### config.mk
export PLATFORM = sky130hd
export DESIGN_NAME = mac_array_seq_flat
export DESIGN_NICKNAME = d
export VERILOG_FILES = /design/src/rtl/mac_array_seq_if.sv /design/src/rtl/mac_array_seq.sv /design/src/flat_wrapper.sv
export SDC_FILE = /design/constraint.sdc
export NUM_CORES = 1
export LEC_CHECK = 0
export ABC_CLOCK_PERIOD_IN_PS = 2300
export CAP_MARGIN = 20
export CORE_ASPECT_RATIO = 0.75
export CORE_MARGIN = 2
export CORE_UTILIZATION = 42
export DETAILED_ROUTE_END_ITERATION = 16
export PLACE_DENSITY = 0.83
export SYNTH_ARGS = -nofsm -noshare
export SYNTH_HDL_FRONTEND = slang
export SYNTH_SLANG_ARGS = --single-unit
### constraint.sdc
create_clock -name clk -period 2.3 [get_ports clk]
set_input_delay 0.575 -clock clk [delete_from_list [all_inputs] [get_ports clk]]
set_output_delay 0.575 -clock clk [all_outputs]
set_load 0.02 [all_outputs]
### src/rtl/mac_array_seq_if.sv
// Byte-stream input, compute-core pin bundle and result port of the dot-product sequencer.
// master = sequencer side, slave = host FIFO / core / result consumer side.
interface mac_array_seq_if;
  logic        in_valid;
  logic [7:0]  in_data;
  logic        in_ready;
  logic [1:0]  core_op;
  logic [5:0]  core_addr;
  logic [7:0]  core_data;
  logic [7:0]  core_dout;
  logic        res_valid;
  logic [18:0] res_data;
  logic        res_ready;

  modport master (
    input  in_valid, in_data, core_dout, res_ready,
    output in_ready, core_op, core_addr, core_data, res_valid, res_data
  );
  modport slave (
    output in_valid, in_data, core_dout, res_ready,
    input  in_ready, core_op, core_addr, core_data, res_valid, res_data
  );
endinterface

### src/rtl/mac_array_seq.sv
// Runs one dot product on the N_MAC-lane MAC core: loads weights/activations, issues READ_S,
// gathers the three result bytes. Optional feature macro: WEIGHT_REUSE_EN (skip LOAD_W on reuse).
module mac_array_seq #(
  parameter int N_MAC  = 8,
  parameter int RD_LAT = 2
) (
  input  logic            clk,
  input  logic            rst,
  input  logic            start,
  input  logic            reuse_w,
  output logic            busy,
  mac_array_seq_if.master bus
);
  localparam int         STAGES   = RD_LAT + 2;
  localparam logic [1:0] OP_LW    = 2'b00;
  localparam logic [1:0] OP_LA    = 2'b01;
  localparam logic [1:0] OP_RD    = 2'b10;
  localparam logic [1:0] OP_NOP   = 2'b11;
  localparam logic [5:0] LAST_IDX = 6'(N_MAC - 1);

  typedef enum logic [2:0] {S_IDLE, S_LOAD_W, S_LOAD_A, S_READ, S_COLLECT, S_HOLD} state_t;

  state_t          state_q, state_d;
  logic [5:0]      idx_q, idx_d;
  logic            in_ready_q, in_ready_d;
  logic            busy_q, busy_d;
  logic [1:0]      core_op_q, core_op_d;
  logic [5:0]      core_addr_q, core_addr_d;
  logic [7:0]      core_data_q, core_data_d;
  logic            res_valid_q, res_valid_d;
  logic [18:0]     res_data_q, res_data_d;
  logic [STAGES:0] vld_pipe_q, vld_pipe_d;
  logic            take_reuse;
  logic            accept;

`ifdef WEIGHT_REUSE_EN
  logic w_loaded_q, w_loaded_d;
  assign take_reuse = reuse_w & w_loaded_q;
`else
  logic unused_reuse_w;
  assign unused_reuse_w = reuse_w;
  assign take_reuse     = 1'b0;
`endif

  assign accept = bus.in_valid & in_ready_q;

  always_comb begin
    state_d     = state_q;
    idx_d       = idx_q;
    core_op_d   = OP_NOP;
    core_addr_d = core_addr_q;
    core_data_d = core_data_q;
    res_data_d  = res_data_q;
`ifdef WEIGHT_REUSE_EN
    w_loaded_d  = w_loaded_q;
`endif
    // vld_pipe_q[k] is high in the k-th cycle after READ_S appears on the core pins
    vld_pipe_d  = {vld_pipe_q[STAGES-1:0], state_q == S_READ};

    case (state_q)
      S_IDLE: begin
        if (start) begin
          state_d = take_reuse ? S_LOAD_A : S_LOAD_W;
          idx_d   = '0;
        end
      end
      S_LOAD_W: begin
        if (accept) begin
          core_op_d   = OP_LW;
          core_addr_d = idx_q;
          core_data_d = bus.in_data;
          if (idx_q == LAST_IDX) begin
            state_d = S_LOAD_A;
            idx_d   = '0;
`ifdef WEIGHT_REUSE_EN
            w_loaded_d = 1'b1;
`endif
          end else begin
            idx_d = idx_q + 6'd1;
          end
        end
      end
      S_LOAD_A: begin
        if (accept) begin
          core_op_d   = OP_LA;
          core_addr_d = idx_q;
          core_data_d = bus.in_data;
          if (idx_q == LAST_IDX) begin
            state_d = S_READ;
            idx_d   = '0;
          end else begin
            idx_d = idx_q + 6'd1;
          end
        end
      end
      S_READ: begin
        core_op_d = OP_RD;
        state_d   = S_COLLECT;
      end
      S_COLLECT: begin
        // the core's byte 2 only carries three meaningful sum bits
        if (vld_pipe_q[RD_LAT])   res_data_d[18:16] = bus.core_dout[2:0];
        if (vld_pipe_q[RD_LAT+1]) res_data_d[15:8]  = bus.core_dout;
        if (vld_pipe_q[STAGES]) begin
          res_data_d[7:0] = bus.core_dout;
          state_d         = S_HOLD;
        end
      end
      S_HOLD: begin
        if (bus.res_ready) state_d = S_IDLE;
      end
      default: state_d = S_IDLE;
    endcase

    in_ready_d  = (state_d == S_LOAD_W) || (state_d == S_LOAD_A);
    busy_d      = state_d != S_IDLE;
    res_valid_d = state_d == S_HOLD;
  end

  always_ff @(posedge clk) begin
    if (rst) begin
      state_q     <= S_IDLE;
      idx_q       <= '0;
      in_ready_q  <= 1'b0;
      busy_q      <= 1'b0;
      core_op_q   <= OP_NOP;
      core_addr_q <= '0;
      core_data_q <= '0;
      res_valid_q <= 1'b0;
      res_data_q  <= '0;
      vld_pipe_q  <= '0;
`ifdef WEIGHT_REUSE_EN
      w_loaded_q  <= 1'b0;
`endif
    end else begin
      state_q     <= state_d;
      idx_q       <= idx_d;
      in_ready_q  <= in_ready_d;
      busy_q      <= busy_d;
      core_op_q   <= core_op_d;
      core_addr_q <= core_addr_d;
      core_data_q <= core_data_d;
      res_valid_q <= res_valid_d;
      res_data_q  <= res_data_d;
      vld_pipe_q  <= vld_pipe_d;
`ifdef WEIGHT_REUSE_EN
      w_loaded_q  <= w_loaded_d;
`endif
    end
  end

  assign bus.in_ready  = in_ready_q;
  assign bus.core_op   = core_op_q;
  assign bus.core_addr = core_addr_q;
  assign bus.core_data = core_data_q;
  assign bus.res_valid = res_valid_q;
  assign bus.res_data  = res_data_q;
  assign busy          = busy_q;
endmodule

### src/flat_wrapper.sv
// flat-port wrapper written by rule: the top's interface ports become plain ports
module mac_array_seq_flat 
#(
  parameter int N_MAC  = 8,
  parameter int RD_LAT = 2
)
  (clk, rst, start, reuse_w, busy, bus_in_valid, bus_in_data, bus_core_dout, bus_res_ready, bus_in_ready, bus_core_op, bus_core_addr, bus_core_data, bus_res_valid, bus_res_data);
  mac_array_seq_if bus_i ();
  input  logic clk;
  input  logic rst;
  input  logic start;
  input  logic reuse_w;
  output logic busy;
  input wire logic [$bits(bus_i.in_valid)-1:0] bus_in_valid;
  input wire logic [$bits(bus_i.in_data)-1:0] bus_in_data;
  input wire logic [$bits(bus_i.core_dout)-1:0] bus_core_dout;
  input wire logic [$bits(bus_i.res_ready)-1:0] bus_res_ready;
  output wire logic [$bits(bus_i.in_ready)-1:0] bus_in_ready;
  output wire logic [$bits(bus_i.core_op)-1:0] bus_core_op;
  output wire logic [$bits(bus_i.core_addr)-1:0] bus_core_addr;
  output wire logic [$bits(bus_i.core_data)-1:0] bus_core_data;
  output wire logic [$bits(bus_i.res_valid)-1:0] bus_res_valid;
  output wire logic [$bits(bus_i.res_data)-1:0] bus_res_data;
  assign bus_i.in_valid = bus_in_valid;
  assign bus_i.in_data = bus_in_data;
  assign bus_i.core_dout = bus_core_dout;
  assign bus_i.res_ready = bus_res_ready;
  assign bus_in_ready = bus_i.in_ready;
  assign bus_core_op = bus_i.core_op;
  assign bus_core_addr = bus_i.core_addr;
  assign bus_core_data = bus_i.core_data;
  assign bus_res_valid = bus_i.res_valid;
  assign bus_res_data = bus_i.res_data;
  mac_array_seq #(.N_MAC(N_MAC), .RD_LAT(RD_LAT)) u_core (.clk(clk), .rst(rst), .start(start), .reuse_w(reuse_w), .busy(busy), .bus(bus_i));
endmodule
==> metrics.log, run 1 <==
[metrics] run status: complete, no violations
[metrics] most numerous cell types in the synthesized netlist: nand2_1 (67), dfxtp_1 (52), a21oi_1 (35)
[metrics] initial core utilization: 44.9%
[metrics] number of DRC violations after detailed routing: 0
[metrics] I/O pin cnt: 60
[metrics] Layout Cells excl Fill: roughly 350
[metrics] vias per cell: 5.07
[metrics] list of cells traversed by the critical path: clkdlybuf4s50_1
[metrics] Die Footprint: around 5500 µm²
[metrics] share of layout cells above drive strength 1: 5.39%
[metrics] overall routing resource usage: 17.0%
[metrics] worst slew pin tran: roughly 0.6 ns
[metrics] XOR/XNOR share of the synthesized area: under 10%
[metrics] critical path start-end classification: reg2out
[metrics] YS warnings: 0
[metrics] final period demand of the worst path: 1.84 ns
[metrics] Leakage Power: 0.929 nW
[metrics] number of distinct library cells after synthesis: 44
[metrics] routability-driven placement congestion ratio: 0.842
[metrics] largest family of logic cells by synthesized area: simple AND/OR/NAND/NOR gates
[metrics] proportion of power drawn by the clock network: 36.1%
[metrics] Cell Int Power: between 1 and 1.5 mW
[metrics] total nets after synthesis: 268
[metrics] WP data required: between 1.5 and 2 ns
[metrics] maximum clock frequency: between 500 and 600 MHz
[metrics] CTS Sinks: 52
[metrics] cells resized by post-CTS repair: 0
[metrics] wire length of the first global-routing pass: 7.61 mm
[metrics] insertion delay to the later sink of the worst-skew pair: roughly 0.30 ns
[metrics] final setup vio count: 0
[metrics] number of standard cells after synthesis: 245
[metrics] Post-Place Worst Slack: around 0.15 ns
[metrics] flip-flop cell with the highest count after synthesis: dfxtp_1
[metrics] FF+latch count, synth: 52
[metrics] complex-gate fraction of the synthesized area: between 10% and 20%
[metrics] vias post-DR: 1,796
[metrics] CORE AREA: between 4000 and 5000 µm²
[metrics] H-tree levels: 2
[metrics] share of synthesized area spent on multiplexers: about 2.4%
[metrics] crit start category: register
[metrics] antenna violations before repair: 0
[metrics] vias in the first global route: about 1.6k
[metrics] count of antenna-violating nets left after detailed routing: 0
[metrics] Slew Limit Headroom: 59.5%
[metrics] critical path arrival: 1.27 ns
[metrics] DRT Pass-1 Iters: 4
[metrics] worst hold path class: reg2reg
[metrics] slowest cell delay on critical path: 0.61 ns
[metrics] leading area contributor after synthesis: dfxtp_1
[metrics] syn_area_per_cell: 8.38 µm²
[metrics] maximum vdd ir drop: 0.000378 V
[metrics] layout overhead on the synthesized area: 35.2%
[metrics] count of endpoints failing hold in the final timing report: 0
[metrics] number of synthesized flops with an enable pin: 0
[metrics] number of placed instances, taps included: 348
[metrics] number of buffers inserted by hold repair at cts: 0
[metrics] CTS root buf: clkbuf_8
[metrics] routed length per placed instance: 13.2 µm
[metrics] number of pins with negative max-slew slack in the final report: 0
[metrics] overall overflow remaining after global route: 0
[metrics] share of async-settable or async-resettable flops after synthesis: 0%
[metrics] CTS tree: done
[metrics] post-CTS repair timing setup buffer count: 0
[metrics] post-route clock period utilization: 80.2%
[metrics] CTS Buffer Depth: 2
[metrics] largest net degree at the start of global routing: 48
[metrics] post-DP HPWL: around 3.2 mm
[metrics] worst-path maximum fanout: 4
[metrics] DRT iter0 DRCs: 47
[metrics] floorplan row count: 21
[metrics] CP max stage cell: clkdlybuf4s50_1
[metrics] RSZ-0062 raised after global routing: false
[metrics] vertical die dimension: between 60 and 70 µm
[metrics] number of I/O port buffers: 58
[metrics] Critical Path End Type: primary output
[metrics] max-capacitance violation count: 0
[metrics] power share of the combinational group: between 7 and 8%
[metrics] sw frac: a little over a fifth
[metrics] Die W: around 85 µm
[metrics] count leader, synth: nand2_1
[metrics] count of buffering cells on the critical path with inverters included: 1
[metrics] simple-gate share of the synthesized area: a little over a quarter
[metrics] worst setup margin: 0.456 ns
[metrics] Total Nets Final: 321
[metrics] total negative slack: 0 ns
[metrics] ant diodes: 0
[metrics] power density of the placed cells: about 590 nW/µm²
[metrics] largest cells by area after synthesis: dfxtp_1 (51%), nand2_1 (12%), a21oi_1 (8.5%)
[metrics] total power: 1.63 mW
[metrics] NetSw: 0.349 mW
[metrics] Total Routed Length: 4.66 mm
[metrics] clock-pin transition on the worst setup and hold timing paths: 0.08 ns
[metrics] part of the Yosys area used for sequential elements: between 50% and 60%
[metrics] Cell Area, Synth: 2050 µm²
[metrics] power share of the sequential group: 56.2%
[metrics] Top Family by Delay on Critical Path: buffers and inverters
[metrics] post-route clock skew: about 0.0076 ns
[metrics] adder-cell share of the synthesized area: 0.610%
[metrics] share of the synthesized area in the top cell type: 50.7%
[metrics] CTS Buf Count: 5
==> final cells by class <==
class / count / area (µm²)
Fill cell: 402 / 1800
Sequential cell: 52 / 1040
Multi-Input combinational cell: 176 / 936
Timing Repair Buffer: 62 / 623
Tap cell: 57 / 71.3
Clock buffer: 5 / 68.8
Clock inverter: 1 / 30.0
Inverter: 1 / 3.75
==> path summary, 6_finish.rpt <==
path                                           start              endpoint  slack, ns  cells past startpoint
worst max-delay path             u_core.bus.in_ready          bus_in_ready       0.46                      1
worst min-delay path            u_core.vld_pipe_q[0]  u_core.vld_pipe_q[1]       0.45                      1
worst max register to register     u_core.state_q[0]       u_core.idx_q[2]       0.53                      4
worst min register to register  u_core.vld_pipe_q[0]  u_core.vld_pipe_q[1]       0.45                      1
==> per-stage QoR <==
step                utilization, %  hold slack, ns  cell area, µm²
floorplan                        -           0.414            2050
global placement              58.5           0.430            2680
detailed placement            58.5           0.441            2680
CTS                           60.7           0.456            2770
global route                  60.7           0.475            2770
finish                        60.7           0.451            2770
==> flip-flops by register name, indices dropped and copies added, names as in the netlist <==
register	count
u_core.bus.in_ready	1
u_core.bus.core_op	2
u_core.bus.core_data	8
u_core.state_q	3
u_core.bus.res_valid	1
u_core.bus.res_data	19
u_core.vld_pipe_q	5
u_core.busy	1
u_core.bus.core_addr	6
u_core.idx_q	6
==> kinds of logic after synthesis <==
| family | count (synthesis) |
|---|---|
| AOI/OAI and AO/OA | 54 |
| xor gates and xnor gates | 2 |
| and+or+nand+nor | 114 |
| buffers and inverters | 17 |
| adders and majority gates | 1 |
| muxes | 5 |
| DFF | 52 |
==> placed cells by master (no fill, tap or decap), types with 2 or more instances in the layout <==
cell type / count
nand3b_1: 2
nand3_1: 6
nand4_1: 2
or2_1: 2
nand2_1: 67
clkdlybuf4s50_1: 58
nor2_1: 10
dfxtp_1: 52
clkbuf_8: 5
mux2i_1: 5
a21oi_1: 35
nor4_1: 2
nor2b_1: 5
and3_1: 4
buf_4: 3
nor3b_1: 2
o21ai_0: 8
or3_1: 2
==> power by group through the flow <==
| stage | Sequential [mW] | Clock [mW] | Combinational (mW) |
|---|---|---|---|
| floorplan | 0.940 | 0 | 0.0585 |
| global placement | 0.939 | 0 | 0.123 |
| detailed placement | 0.940 | 0 | 0.124 |
| CTS | 0.919 | 0.596 | 0.125 |
| global route | 0.921 | 0.638 | 0.135 |
| finish | 0.919 | 0.589 | 0.126 |
==> routing by layer <==
| layer | global-route usage [%] | share of wire (%) |
|---|---|---|
| met1 | 23.7 | 49 |
| met2 | 26.8 | 45 |
| met3 | 4.33 | 4.4 |
| met4 | 3.97 | 0.97 |
| met5 | 0 | 0 |
No activity file was read; power rests on OpenSTA's default activity.
==> run 2, diff against run 1 <==
Settings changed: ABC_CLOCK_PERIOD_IN_PS 2300 to 1900.
Clock period 2.3 ns to 1.9 ns, I/O delays scaled along.
==> run 2 against run 1 <==
Power increased by 28%. Utilization increased by 1.5 points. Sequential cell count unchanged. First-iteration DRC count increased by 98%.
==> metrics.log, run 2 (synthesized netlist as in run 1, its figures left out) <==
[metrics] wire length of the first global-routing pass: 7.88 mm
[metrics] routed length per placed instance: roughly 13 µm
[metrics] worst-path maximum fanout: 2
[metrics] total power: ~2.1 mW
[metrics] Die Footprint: 5470 µm²
[metrics] power density of the placed cells: 734 nW/µm²
[metrics] CTS tree: done
[metrics] worst setup path endpoint: bus_res_data[14]
[metrics] post-route clock period utilization: around nine tenths
[metrics] commonest non-fill, non-tap cell in the layout: nand2_1
[metrics] final setup vio count: 0
[metrics] overall routing resource usage: 17.6%
[metrics] depth of the worst register-to-register path: 5
[metrics] number of DRC violations after detailed routing: 0
[metrics] cells resized by post-CTS repair: 0
[metrics] critical path arrival: 1.27 ns
[metrics] final core utilization: between 60 and 70%
[metrics] number of I/O port buffers: 58
[metrics] CTS Buffer Depth: 2
[metrics] CTS Buf Count: 5
[metrics] run status: complete, no violations
[metrics] most frequent cells in the layout: nand2_1 (67), clkdlybuf4s50_1 (58), dfxtp_1 (52)
[metrics] sw frac: 21.0%
[metrics] CP max stage cell: clkdlybuf4s50_1
[metrics] Setup crit start: u_core.bus.res_data[14]
[metrics] number of buffers inserted by hold repair at cts: 0
[metrics] vertical die dimension: 64.5 µm
[metrics] count of antenna-violating nets left after detailed routing: 0
[metrics] worst hold path class: reg2reg
[metrics] post-DP HPWL: approximately 3.4 mm
[metrics] post-CTS repair timing setup buffer count: 0
[metrics] Top Family by Delay on Critical Path: buffers and inverters
[metrics] Post-Place Worst Slack: -0.100 ns
[metrics] Total Routed Length: approximately 4.6 mm
[metrics] routability-driven placement congestion ratio: around 0.87
[metrics] Leakage Power: just under 1 nW
[metrics] critical hold path startpoint: u_core.vld_pipe_q[1]
[metrics] CORE AREA: around 4600 µm²
[metrics] number of pins with negative max-slew slack in the final report: 0
[metrics] largest net degree at the start of global routing: 27
[metrics] post-route clock skew: 0.00626 ns
[metrics] maximum clock frequency: 575 MHz
[metrics] count of cell instances traversed by the critical path: 1
[metrics] vias in the first global route: 1,730
[metrics] vias per cell: roughly 5.1
[metrics] DRT Pass-1 Iters: 4
[metrics] NetSw: around 0.44 mW
[metrics] beginning of the worst register-to-register path: u_core.idx_q[0]
[metrics] critical register-to-register path endpoint: u_core.state_q[0]
[metrics] H-tree levels: 2
[metrics] I/O pin cnt: 60
[metrics] number of placed instances, taps included: 355
[metrics] antenna violations before repair: 0
[metrics] Layout Cells excl Fill: 363
[metrics] Finished Cell Area: 2840 µm²
[metrics] insertion delay to the later sink of the worst-skew pair: 0.30 ns
[metrics] slowest cell delay on critical path: 0.63 ns
[metrics] Slew Limit Headroom: between 60% and 70%
[metrics] RSZ-0062 raised after global routing: false
[metrics] Total Nets Final: 328
[metrics] overall overflow remaining after global route: 0
[metrics] list of cells traversed by the critical path: clkdlybuf4s50_1
[metrics] Critical Path End Type: primary output
[metrics] max-capacitance violation count: 0
[metrics] crit start category: register
[metrics] critical path start-end classification: reg2out
[metrics] power share of the combinational group: under 10%
[metrics] Die W: about 85 µm
[metrics] number of flip-flops under the largest register name: 19
[metrics] ant diodes: 0
[metrics] proportion of power drawn by the clock network: 39.0%
[metrics] CTS Sinks: 52
[metrics] worst slew pin tran: around 0.45 ns
[metrics] layout overhead on the synthesized area: 38.5%
[metrics] final period demand of the worst path: 1.74 ns
[metrics] count of buffering cells on the critical path with inverters included: 1
[metrics] count of endpoints failing hold in the final timing report: 0
[metrics] initial core utilization: 44.9%
[metrics] DRT iter0 DRCs: 93
[metrics] Layout fillers: 407
[metrics] flop-to-flop setup slack: 0.17 ns
[metrics] Cell Int Power: between 1.5 and 2 mW
[metrics] Post-Place Cell Area: 2720 µm²
[metrics] floorplan row count: 21
[metrics] share of layout cells above drive strength 1: under 10%
[metrics] CTS root buf: clkbuf_8
[metrics] maximum vdd ir drop: a little under 0.0005 V
[metrics] vias post-DR: roughly 1.9k
[metrics] WP data required: 1.42 ns
[metrics] worst setup margin: 0.159 ns
[metrics] clock-pin transition on the worst setup and hold timing paths: 0.09 ns
[metrics] power share of the sequential group: a little over half
-- run 2: power groups by stage --
stage               clock network [mW]  registers [mW]  logic (mW)
floorplan                            0            1.14      0.0709
global placement                     0            1.13       0.165
detailed placement                   0            1.13       0.167
CTS                              0.826            1.11       0.168
global route                     0.870            1.11       0.182
finish                           0.813            1.11       0.167
-- run 2: worst min-delay path by stage --
stage / endpoint / cells after the start / slack, ns
after floorplan: u_core.vld_pipe_q[1] / 1 / 0.41
after global placement: u_core.vld_pipe_q[1] / 1 / 0.43
after detailed placement: u_core.vld_pipe_q[1] / 1 / 0.43
after CTS: u_core.vld_pipe_q[2] / 1 / 0.46
after global routing: u_core.vld_pipe_q[2] / 1 / 0.48
final: u_core.vld_pipe_q[2] / 1 / 0.46
-- run 2: layout make-up --
class	instances	area, µm²	area share, %
clock inverter	1	30.0	1.06
tap	57	71.3	2.51
sequential	52	1040	36.6
multi-input combinational	176	936	32.9
inverter	1	3.75	0.132
timing repair buffer	69	663	23.3
clock buffer	7	96.3	3.39
-- run 2: metrics by stage --
| step | hold slack [ns] | TNS, ns |
|---|---|---|
| after floorplan | 0.414 | 0 |
| after global placement | 0.429 | -0.0741 |
| after detailed placement | 0.435 | -0.163 |
| after CTS | 0.458 | 0 |
| after global routing | 0.476 | 0 |
| final | 0.455 | 0 |
-- run 2: layer usage --
metal | share of wire (%) | track usage, %
met5 | 0 | 0
met4 | 1.1 | 5.16
met3 | 5.1 | 4.08
met2 | 45 | 29.4
met1 | 49 | 22.7
==> run 3, diff against run 2 <==
Settings changed: CTS_BUF_LIST from default to sky130_fd_sc_hd__clkbuf_8, PLACE_DENSITY 0.83 to 0.7.
==> run 3 against run 2 <==
Power decreased by 8.2%. Global-route usage rose by 1.2 points. Clock power decreased by 22%. Fmax shrank 0.44%. First-iteration DRC count down 9.7%. Utilization fell by 0.055 points. Highest routed layer unchanged. Hold slack hardly changed. Clock skew rose by 0.00059 ns. Critical path type unchanged.
==> metrics.log, run 3 (synthesized netlist as in run 1, its figures left out) <==
[metrics] run status: complete, no violations
[metrics] WHS Endpoint: u_core.vld_pipe_q[2]
[metrics] critical path start-end classification: reg2out
[metrics] overall overflow remaining after global route: 0
[metrics] tightest hold margin: around 0.45 ns
[metrics] worst hold path class: reg2reg
[metrics] crit start category: register
[metrics] Leakage Power: between 0.9 and 1 nW
[metrics] DRT iter0 DRCs: 84
[metrics] list of cells traversed by the critical path: clkdlybuf4s50_1
[metrics] clock-pin transition on the worst setup and hold timing paths: about 0.09 ns
[metrics] maximum clock frequency: 572 MHz
[metrics] Total Routed Length: 4.84 mm
[metrics] CTS tree: done
[metrics] max-capacitance violation count: 0
[metrics] Slew Limit Headroom: 64.7%
[metrics] number of placed instances, taps included: 359
[metrics] CTS root buf: clkbuf_8
[metrics] depth of the worst register-to-register path: 5
[metrics] WP data required: 1.42 ns
[metrics] antenna violations before repair: 0
[metrics] number of buffers inserted by hold repair at cts: 0
[metrics] RSZ-0062 raised after global routing: false
[metrics] power density of the placed cells: 675 nW/µm²
[metrics] post-CTS repair timing setup buffer count: 0
[metrics] count of buffering cells on the critical path with inverters included: 1
[metrics] number of flip-flops under the largest register name: 19
[metrics] share of layout cells above drive strength 1: 9.03%
[metrics] Layout fillers: 422
[metrics] initial core utilization: 44.9%
[metrics] cells resized by post-CTS repair: 0
[metrics] slowest cell delay on critical path: 0.61 ns
[metrics] routability-driven placement congestion ratio: 0.795
[metrics] routed length per placed instance: 13.2 µm
[metrics] Layout Cells excl Fill: 367
[metrics] floorplan row count: 21
[metrics] maximum vdd ir drop: 0.000411 V
[metrics] CTS Buffer Depth: 2
[metrics] Finished Cell Area: about 2800 µm²
[metrics] DRT Pass-1 Iters: 5
[metrics] vias post-DR: 1,867
[metrics] beginning of the worst register-to-register path: u_core.idx_q[0]
[metrics] critical path arrival: ~1.3 ns
[metrics] number of pins with negative max-slew slack in the final report: 0
[metrics] layout overhead on the synthesized area: 38.4%
[metrics] count of endpoints failing hold in the final timing report: 0
[metrics] CP max stage cell: clkdlybuf4s50_1
[metrics] post-route clock skew: 0.00684 ns
[metrics] Post-Place Cell Area: 2750 µm²
[metrics] number of DRC violations after detailed routing: 0
[metrics] Critical Path End Type: primary output
[metrics] ant diodes: 0
[metrics] I/O pin cnt: 60
[metrics] vias per cell: 5.09
[metrics] Die Footprint: between 5000 and 6000 µm²
[metrics] worst-path maximum fanout: 2
[metrics] critical hold path startpoint: u_core.vld_pipe_q[1]
[metrics] Top Family by Delay on Critical Path: buffers and inverters
[metrics] instance count along the most critical hold path: 1
[metrics] number of I/O port buffers: 58
[metrics] CTS Buf Count: 5
[metrics] vertical die dimension: 64.5 µm
[metrics] worst slew pin tran: 0.522 ns
[metrics] Die W: 84.7 µm
[metrics] post-DP HPWL: 3.47 mm
[metrics] wire length of the first global-routing pass: between 8 and 9 mm
[metrics] vias in the first global route: 1,757
[metrics] CTS Sinks: 52
[metrics] final setup vio count: 0
[metrics] most frequent cells in the layout: nand2_1 (67), clkdlybuf4s50_1 (58), dfxtp_1 (52)
[metrics] post-route clock period utilization: around 90%
[metrics] overall routing resource usage: around a fifth
[metrics] commonest non-fill, non-tap cell in the layout: nand2_1
[metrics] count of antenna-violating nets left after detailed routing: 0
[metrics] insertion delay to the later sink of the worst-skew pair: 0.30 ns
[metrics] total power: 1.92 mW
[metrics] CORE AREA: ~4600 µm²
[metrics] flop-to-flop setup slack: 0.21 ns
[metrics] critical register-to-register path endpoint: u_core.bus.res_valid
[metrics] largest net degree at the start of global routing: 23
[metrics] final period demand of the worst path: 1.75 ns
[metrics] Total Nets Final: about 330
[metrics] H-tree levels: 2
-- run 3: changes by cell type in the layout (fill, tap and decap cells not counted), sizes merged --
cell / delta
inv: +1
bufinv: -1
buf: +4
clkbuf: -1
clkinvlp: +1
-- run 3: worst max path at each step --
stage / startpoint / end / slack [ns] / cells after the start
6_report: u_core.bus.res_data[10] / bus_res_data[10] / 0.15 / 1
5_1_grt: u_core.idx_q[0] / u_core.bus.res_valid / 0.09 / 5
4_1_cts: u_core.bus.in_ready / bus_in_ready / 0.14 / 1
3_5_place_dp: start / u_core.idx_q[2] / -0.07 / 5
3_3_place_gp: start / u_core.idx_q[2] / -0.07 / 5
2_1_floorplan: u_core.idx_q[0] / u_core.state_q[0] / 0.40 / 5
-- run 3: through the flow --
step	TNS, ns	utilization [%]	setup WS, ns
6_report	0	62.1	0.152
5_1_grt	0	62.1	0.0872
3_5_place_dp	-0.135	60.0	-0.0735
4_1_cts	0	62.1	0.138
2_1_floorplan	0	-	0.395
3_3_place_gp	-0.103	60.0	-0.0725
-- run 3: report_power, final --
group | internal, mW | leakage (nW) | switching, mW
registers | 1.10 | 0.420 | 0.00850
clock network | 0.291 | 0.0486 | 0.345
logic | 0.0894 | 0.508 | 0.0828
total | 1.48 | 0.977 | 0.436
-- run 3: layer usage --
metal | global-route usage (%) | part of all wire, % | up-vias
li1 | - | - | 961
met1 | 26.6 | 51 | 857
met2 | 28.9 | 44 | 45
met3 | 4.08 | 4.5 | 4
met4 | 5.36 | 0.91 | 0
met5 | 0 | 0 | -
-- run 3: layout make-up --
class | count | area [µm²] | share of cell area (%)
Clock buffer | 6 | 82.6 | 2.91
Clock inverter | 2 | 11.3 | 0.397
Inverter | 1 | 3.75 | 0.132
Multi-Input combinational cell | 176 | 936 | 33.0
Sequential cell | 52 | 1040 | 36.7
Tap cell | 57 | 71.3 | 2.51
Timing Repair Buffer | 73 | 693 | 24.4
